--- src/rtl/axi_xbar_pkg.sv ---
// Shared crossbar definitions: sizes, RRESP codes, slave indices and the
// arbiter state type. Used by the R-channel arbiter and its round-robin picker.
package axi_xbar_pkg;

    // Crossbar geometry
    localparam int NUM_S  = 6;
    localparam int DATA_W = 32;
    localparam int ID_W   = 4;
    localparam int PTR_W  = $clog2(NUM_S);

    // RRESP encodings
    localparam logic [1:0] OKAY   = 2'b00;
    localparam logic [1:0] EXOKAY = 2'b01;
    localparam logic [1:0] SLVERR = 2'b10;
    localparam logic [1:0] DECERR = 2'b11;

    // Slave port indices (address map order)
    localparam int S0 = 0;
    localparam int S1 = 1;
    localparam int S2 = 2;
    localparam int S3 = 3;
    localparam int S4 = 4;
    localparam int S5 = 5;

    // Arbiter state: IDLE arbitrates (one bubble), BURST forwards the owner
    typedef enum logic {
        IDLE  = 1'b0,
        BURST = 1'b1
    } arb_state_t;

    // Next slave index with an explicit wrap; NUM_S is not a power of two,
    // so natural counter overflow would visit unused indices.
    function automatic logic [PTR_W-1:0] next_ptr(input logic [PTR_W-1:0] p);
        if (p == PTR_W'(NUM_S - 1)) begin
            return '0;
        end
        return p + 1'b1;
    endfunction

endpackage

--- src/rtl/rr_pick.sv ---
// Combinational round-robin selector. Scans the request vector starting one
// past last_ptr, wrapping at NUM_S, and returns the first requester both as a
// one-hot vector and as an encoded index. Shared by the R, AW/W and B arbiters.
module rr_pick
    import axi_xbar_pkg::*;
(
    input  logic [NUM_S-1:0] req,
    input  logic [PTR_W-1:0] last_ptr,
    output logic [NUM_S-1:0] grant,
    output logic [PTR_W-1:0] idx,
    output logic             valid
);

    logic [PTR_W-1:0] start;
    logic [PTR_W-1:0] cand;

    assign start = next_ptr(last_ptr);

    // Walk NUM_S candidates from start; the first requesting one wins
    always_comb begin
        grant = '0;
        idx   = '0;
        valid = 1'b0;
        cand  = start;
        for (int k = 0; k < NUM_S; k++) begin
            if (!valid && req[cand]) begin
                valid       = 1'b1;
                idx         = cand;
                grant[cand] = 1'b1;
            end
            cand = next_ptr(cand);
        end
    end

endmodule

--- src/rtl/axi_r_arbiter.sv ---
// R-channel return path: collects read beats from NUM_S slaves and returns
// them to one master port. Round-robin arbitration with the grant held until
// the RLAST beat handshakes, so bursts from different slaves never interleave.
//
// Handshake rules: a beat transfers on a rising edge where RVALID and RREADY
// are both high. M_RVALID never depends on M_RREADY; the granted slave's
// S_RREADY is a direct copy of M_RREADY, all other S_RREADY bits are 0.
module axi_r_arbiter
    import axi_xbar_pkg::*;
(
    input  logic                    ACLK,
    input  logic                    ARESET,
    input  logic [NUM_S-1:0]        S_RVALID,
    input  logic [NUM_S*DATA_W-1:0] S_RDATA,
    input  logic [NUM_S*ID_W-1:0]   S_RID,
    input  logic [NUM_S*2-1:0]      S_RRESP,
    input  logic [NUM_S-1:0]        S_RLAST,
    output logic [NUM_S-1:0]        S_RREADY,
    output logic                    M_RVALID,
    output logic [DATA_W-1:0]       M_RDATA,
    output logic [ID_W-1:0]         M_RID,
    output logic [1:0]              M_RRESP,
    output logic                    M_RLAST,
    input  logic                    M_RREADY,
    output logic [NUM_S-1:0]        GRANT
);

    arb_state_t       state;
    logic [NUM_S-1:0] grant_q;
    logic [PTR_W-1:0] gidx;
    logic [PTR_W-1:0] last_ptr;

    logic [NUM_S-1:0] pick_grant;
    logic [PTR_W-1:0] pick_idx;
    logic             pick_valid;
    logic             active;
    logic             last_hs;

    rr_pick u_rr_pick (
        .req      (S_RVALID),
        .last_ptr (last_ptr),
        .grant    (pick_grant),
        .idx      (pick_idx),
        .valid    (pick_valid)
    );

    // Forwarding is live only while a burst owner exists and reset is low
    assign active  = (state == BURST) && !ARESET;

    // Final beat of the owner's burst completes on this edge
    assign last_hs = S_RVALID[gidx] && M_RREADY && S_RLAST[gidx];

    // Arbitration FSM: IDLE registers a winner, BURST holds it until RLAST
    always_ff @(posedge ACLK) begin
        if (ARESET) begin
            state    <= IDLE;
            grant_q  <= '0;
            gidx     <= '0;
            last_ptr <= PTR_W'(NUM_S - 1);
        end else begin
            case (state)
                IDLE: begin
                    if (pick_valid) begin
                        state    <= BURST;
                        grant_q  <= pick_grant;
                        gidx     <= pick_idx;
                        last_ptr <= pick_idx;
                    end
                end
                BURST: begin
                    if (last_hs) begin
                        state   <= IDLE;
                        grant_q <= '0;
                    end
                end
                default: begin
                    state   <= IDLE;
                    grant_q <= '0;
                end
            endcase
        end
    end

    // Zero-latency mux from the owner to the master; all zero otherwise
    always_comb begin
        M_RVALID = 1'b0;
        M_RDATA  = '0;
        M_RID    = '0;
        M_RRESP  = '0;
        M_RLAST  = 1'b0;
        S_RREADY = '0;
        if (active) begin
            M_RVALID = S_RVALID[gidx];
            M_RDATA  = S_RDATA[int'(gidx)*DATA_W +: DATA_W];
            M_RID    = S_RID[int'(gidx)*ID_W +: ID_W];
            M_RRESP  = S_RRESP[int'(gidx)*2 +: 2];
            M_RLAST  = S_RLAST[gidx];
            S_RREADY = grant_q & {NUM_S{M_RREADY}};
        end
    end

    assign GRANT = ARESET ? '0 : grant_q;

endmodule

--- config.mk ---
export PLATFORM = sky130hd
export DESIGN_NAME = axi_r_arbiter
export DESIGN_NICKNAME = d
export VERILOG_FILES = /design/src/rtl/axi_xbar_pkg.sv /design/src/rtl/rr_pick.sv /design/src/rtl/axi_r_arbiter.sv
export SDC_FILE = /design/constraint.sdc
export NUM_CORES = 1
export LEC_CHECK = 0
export BUFFER_PORTS_ARGS = -buffer_cell sky130_fd_sc_hd__clkbuf_2
export CAP_MARGIN = 10
export CORE_AREA = 2 2 114 116
export DETAILED_ROUTE_END_ITERATION = 6
export DIE_AREA = 0 0 116 118
export HOLD_SLACK_MARGIN = 0.08
export RECOVER_POWER = 50
export REMOVE_ABC_BUFFERS = 1
export SLEW_MARGIN = 20
export SYNTH_ARGS = -nofsm -noshare
export SYNTH_HDL_FRONTEND = slang
export SYNTH_SLANG_ARGS = --single-unit
--- constraint.sdc ---
create_clock -name ACLK -period 4.9 [get_ports ACLK]
set_input_delay 0.245 -clock ACLK [delete_from_list [all_inputs] [get_ports ACLK]]
set_output_delay 0.245 -clock ACLK [all_outputs]
set_load 0.01 [all_outputs]
=== After elaboration in Yosys (flattened, before gate mapping) ===
Index checks and enable logic that the tools add are counted.

* Register bits: 13
* Input port bits: 243
* Output and inout port bits: 52
* Logic and storage cells: 140

* $add $sub $neg: 6
* Order comparisons: 13
* Equality and inequality tests: 8
* Shifts and indexed selects: 3
* Muxes and demuxes: 77
* Bitwise gates (word level): 7
* Reductions and logical operators: 22

{| class="wikitable"
|+ Operator list
! operator !! count
|-
| 192-bit by 9-bit indexed part select with 32-bit output || 1
|-
| 6-bit two-way mux || 10
|-
| 3-bit two-way mux || 18
|-
| 32-bit two-way mux || 1
|-
| 1-bit two-way mux || 30
|-
| 6-bit bitwise OR || 5
|-
| 3-bit by 4-bit < comparator with 1-bit output, second input constant || 7
|-
| 1-bit binary-select mux with 3-bit select || 8
|-
| 24-bit by 6-bit indexed part select with 4-bit output || 1
|-
| 3-bit by 1-bit adder with 3-bit output, second input constant || 6
|-
| 1-bit demux with 3-bit select || 6
|-
| 3-bit equality test, second input constant || 6
|-
| 3-bit by 1-bit >= comparator with 1-bit output, second input constant || 6
|-
| 1-bit logical AND || 14
|-
| 6-bit case mux with 2 select lines || 1
|-
| 12-bit by 5-bit indexed part select with 2-bit output || 1
|-
| 6-bit bitwise AND || 1
|-
| 1-bit logical NOT || 6
|-
| 4-bit two-way mux || 1
|-
| 2-bit AND reduction || 2
|-
| 2-bit two-way mux || 1
|-
| 2-bit by 1-bit != test with 1-bit output, second input constant || 1
|-
| 2-bit != test, second input constant || 1
|-
| 1-bit case mux with 2 select lines || 1
|-
| 1-bit inverter || 1
|}

=== Logic depth before layout (Yosys ltp) ===
* Depth in word-level cells: 26
* Gate-level depth with buffers: 10
* Mapped depth without buffers: 9

=== By module ===
A second synthesis with hierarchy kept.

* Cells, all modules: 402
* Area, all modules: 3435.8 sq um

{| class="wikitable"
|+ Modules (own cells, without submodules)
! module !! times used !! cells each !! area an instance (sq um) !! seq. area each (sq um)
|-
| axi_r_arbiter || 1 || 258 || 2502.4 || 240.2
|-
| rr_pick || 1 || 144 || 933.4 || 0.0
|}

=== Worst setup path before layout ===
OpenSTA, ideal clock, no wires.

* Path type: reg2reg
* Start point: reg last_ptr[0]
* End point: reg grant_q[3]
* Setup time: 92 ps
* Data arrival time: 2642 ps
* Required time: 4808 ps
* Setup slack: 2166 ps
* Stages on the path, launching flop included: 11
* Buffers on the path: 1
* Clock period less this slack: 2734 ps
* Cells stage by stage: dfxtp_1 clkinv_1 clkbuf_1 ha_1 nand2b_1 mux2i_1 o221ai_2 nand4_2 o32ai_1 nor3_1 o32ai_1

* Cells in the longest elaborated chain, start to end: 26
* Elaborated cells on any way between the ends: 97
* Those cells by class: 6 x add/sub; 12 x order compare; 7 x eq/ne; 50 x mux; 5 x bitwise; 17 x reduce/logical

{| class="wikitable"
|+ Ends and longest elaborated chain
! item !! line !! text
|-
| start: declaration || axi_r_arbiter.sv:31 || <nowiki>logic [PTR_W-1:0] last_ptr;</nowiki>
|-
| start signal: assignment || axi_r_arbiter.sv:59 || <nowiki>last_ptr <= PTR_W'(NUM_S - 1);</nowiki>
|-
| start signal: assignment || axi_r_arbiter.sv:67 || <nowiki>last_ptr <= pick_idx;</nowiki>
|-
| branches (longest 2 deep; another with 3-bit by 1-bit adder with 3-bit output) || n/a ||
|-
| 3-bit two-way mux * || axi_xbar_pkg.sv:37 || <nowiki>return p + 1'b1;</nowiki>
|-
| branches (longest 23 deep; another with 3-bit by 4-bit < comparator with 1-bit output) || n/a ||
|-
| end signal: assignment || axi_r_arbiter.sv:65 || <nowiki>grant_q <= pick_grant;</nowiki>
|-
| end: declaration || axi_r_arbiter.sv:29 || <nowiki>logic [NUM_S-1:0] grant_q;</nowiki>
|}

Mark *: on every way between the ends. The select of a mux whose other input is x is not followed.
A chain may end at the register's enable or synchronous reset.

=== Final worst setup path ===
* Start point: reg gidx[0]
* End point: out M_RDATA[17]

* Cells in the longest elaborated chain, start to end: 2

{| class="wikitable"
|+ Ends and longest elaborated chain
! item !! line !! text
|-
| start: declaration || axi_r_arbiter.sv:30 || <nowiki>logic [PTR_W-1:0] gidx;</nowiki>
|-
| start signal: assignment || axi_r_arbiter.sv:66 || <nowiki>gidx <= pick_idx;</nowiki>
|-
| 192-bit by 9-bit indexed part select with 32-bit output || axi_r_arbiter.sv:94 || <nowiki>M_RDATA = S_RDATA[int'(gidx)*DATA_W +: DATA_W];</nowiki>
|-
| 32-bit two-way mux || axi_r_arbiter.sv:92 || <nowiki>if (active) begin</nowiki>
|-
| end: declaration || axi_r_arbiter.sv:20 || <nowiki>output logic [DATA_W-1:0] M_RDATA,</nowiki>
|}

Every way passes these cells.

==> results_dict.tcl <==
set metrics [dict create \
    ff2ff_path_depth 5 \
    place_area_mm2 0.00506 \
    clkSlewWorstSetupHoldPaths_ps 40 \
    synth.avg_cell_area_um2 8.68 \
    die_h_um 118 \
    numCtsBuffers 3 \
    clock_path_buffers 2 \
    cts.repair.resized 0 \
    clkSinkCount 12 \
    post_route_cells_drive_above_1_share_pct 56.6 \
    design_area_mm2 0.00511 \
    synth_ff_type "dfxtp_1" \
    p_total_mw 1.67 \
    finalSetupTns_ps 0 \
    wire_per_inst_um 21.8 \
    fin_crit_ps 3790 \
    grt-ovfl-total 0 \
    ant_nets 0 \
    path_class "flip-flop to output pin" \
    clk_latency_ps 240 \
    die-area_mm2 0.0137 \
    hold_viol_final 0 \
    cts_hold_buf 0 \
    power.density_mw_per_mm2 326 \
    relSlewSlack_pct -46.5 \
    place.gp.congestion 0.925 \
    antenna_found_initial 2 \
    violations "max-capacitance violations, max-slew violations" \
    area_delta_synth_final_pct 47.5 \
    clock.fmax_mhz 264 \
    n_fill_cell 1328 \
    dp_slack_ps 1520 \
    grtUsageTotal_pct 25.1 \
    yosysTopAreaCellShare_pct 28.0 \
    post-route-period-util_pct 77.3 \
    vias_per_cell 5.54 \
    synth_area_mm2 0.00346 \
    drc 0 \
    syn_inst 399 \
    post_cts.repair.setup_buffers 0 \
    final_core_util_pct 41.2 \
    cp_max_fo 44 \
    routed-via-count 4630 \
    async_reset_ff_share_pct 0 \
    cp-start-kind "flip-flop" \
    io_pins 295 \
    first_pass_iters 5 \
    clock-skew-final_ps 0.571 \
    finalMaxSlewViolations 39 \
    cts_tree "done" \
    yosysTopAreaCell "mux4_2" \
    wirelength_mm 18.2 \
    worstPathRequired_ps 4660 \
    cp.arrival_ps 3540 \
    synth_warnings 0 \
    die_w_um 116 \
    place_hpwl_mm 15.0 \
    max_slew.worst_pin.slew_ps 2190 \
    grt_pass1_wl_mm 26.5 \
    synth_seq_cells 12 \
    layout.nets 907 \
    start_util_pct 27.9 \
    maxCapViolations 1 \
    core_area_mm2 0.0124 \
    synth.area.top_cells "mux4_2 28%, mux2_2 14%, a22oi_1 8.7%, dfxtp_1 6.9%, nor2_1 6.5%" \
    rsz0062_at_grt "false" \
    ys_seq_area_share_pct 6.93 \
    multiInputGateArea_mm2 0.00300 \
    cts_root_buf "clkbuf_16" \
    critPathCaptureType "output pin" \
    htreeDepth 1 \
    grt_pass1_vias 4572 \
    grt_max_degree 51 \
    drt_iter0_drc 500 \
    fin_ws_ps 1110 \
    num_rows 41 \
    vdd_drop_max_uv 129 \
    seqCellArea_um2 244 \
    yosysUniqueCellTypes 61 \
    hold_class "input pin to flip-flop" \
    leakagePower_nw 2.30 \
    status "finished with violations" \
    synth_edf_count 0 \
    setup_violations 0 \
    numPortBuffers 294 \
    holdPathStages 2 \
]
-- critical path, cell delays in order (launching register included) --
cell,delay (ps)
dfxtp_1,1780
buf_12,380
mux4_2,540
a22oi_1,310
nor2_1,80
clkbuf_2,170
-- cell families after synthesis --
group                      synth area share (%)
DFF                                        6.93
muxes                                      46.0
buffers and inverters                      6.86
AOI/OAI and AO/OA                          23.7
adders and majority gates                 0.361
and+or+nand+nor                            16.1
-- area by class of cell --
cell class | instances | share of cell area (%)
Antenna cell | 1 | 0.0490
Clock buffer | 4 | 1.74
Inverter | 15 | 1.10
Multi-Input combinational cell | 329 | 58.6
Sequential cell | 12 | 4.77
Tap cell | 172 | 4.21
Timing Repair Buffer | 302 | 29.5
-- state kept, by name (all words and copies together), names as in the netlist --
register / cells
grant_q: 6
gidx: 3
state: 1
last_ptr: 2
-- power breakdown --
part,switching (mW),internal (mW)
combinational,0.660,0.630
clock,0.0413,0.123
sequential,0.0927,0.121
total,0.794,0.874
-- cells in the final DEF (no fill, tap or decap), drive strengths merged, types with 9 or more instances in the layout --
cell,instances
inv,14
o21ai,9
dfxtp,12
mux4,43
a22oi,40
mux2,46
nor3,9
mux2i,10
nand2,19
o22ai,9
clkbuf,298
nor2,61
a21oi,11
-- metal layers --
metal	routed length (um)	vias up	GRT usage [%]
li1	-	2118	-
met2	8480	228	40.8
met4	378	2	5.51
met3	1660	32	5.36
met1	7700	2250	34.1
met5	13	-	0
-- path summary, 6_finish.rpt --
kind                                            from                       to  slack (ps)
worst max register to register  gidx[0]$_SDFFE_PP0P_  grant_q[5]$_SDFFE_PP0P_        1520
worst min-delay path                          ARESET     gidx[2]$_SDFFE_PP0P_         340
worst min register to register  gidx[2]$_SDFFE_PP0P_     gidx[2]$_SDFFE_PP0P_         510
worst max-delay path            gidx[0]$_SDFFE_PP0P_              M_RDATA[17]        1110
-- Yosys cell counts, types with 6 or more instances --
cell	count
nand2_1	19
o22ai_1	9
nor3_1	8
dfxtp_1	12
a21oi_1	11
mux2_2	43
inv_1	14
nand2b_1	7
a22oi_1	40
mux2i_1	10
nor2_1	60
o21ai_0	9
clkbuf_1	32
mux4_2	43
o211ai_1	6
-- metrics by stage --
step / instances / hold WS, ps
5_1_grt: 835 / 367
2_1_floorplan: 356 / 314
4_1_cts: 834 / 256
3_5_place_dp: 830 / 506
3_3_place_gp: 830 / 505
6_report: 835 / 337
No activity file was read; power rests on OpenSTA's default activity.
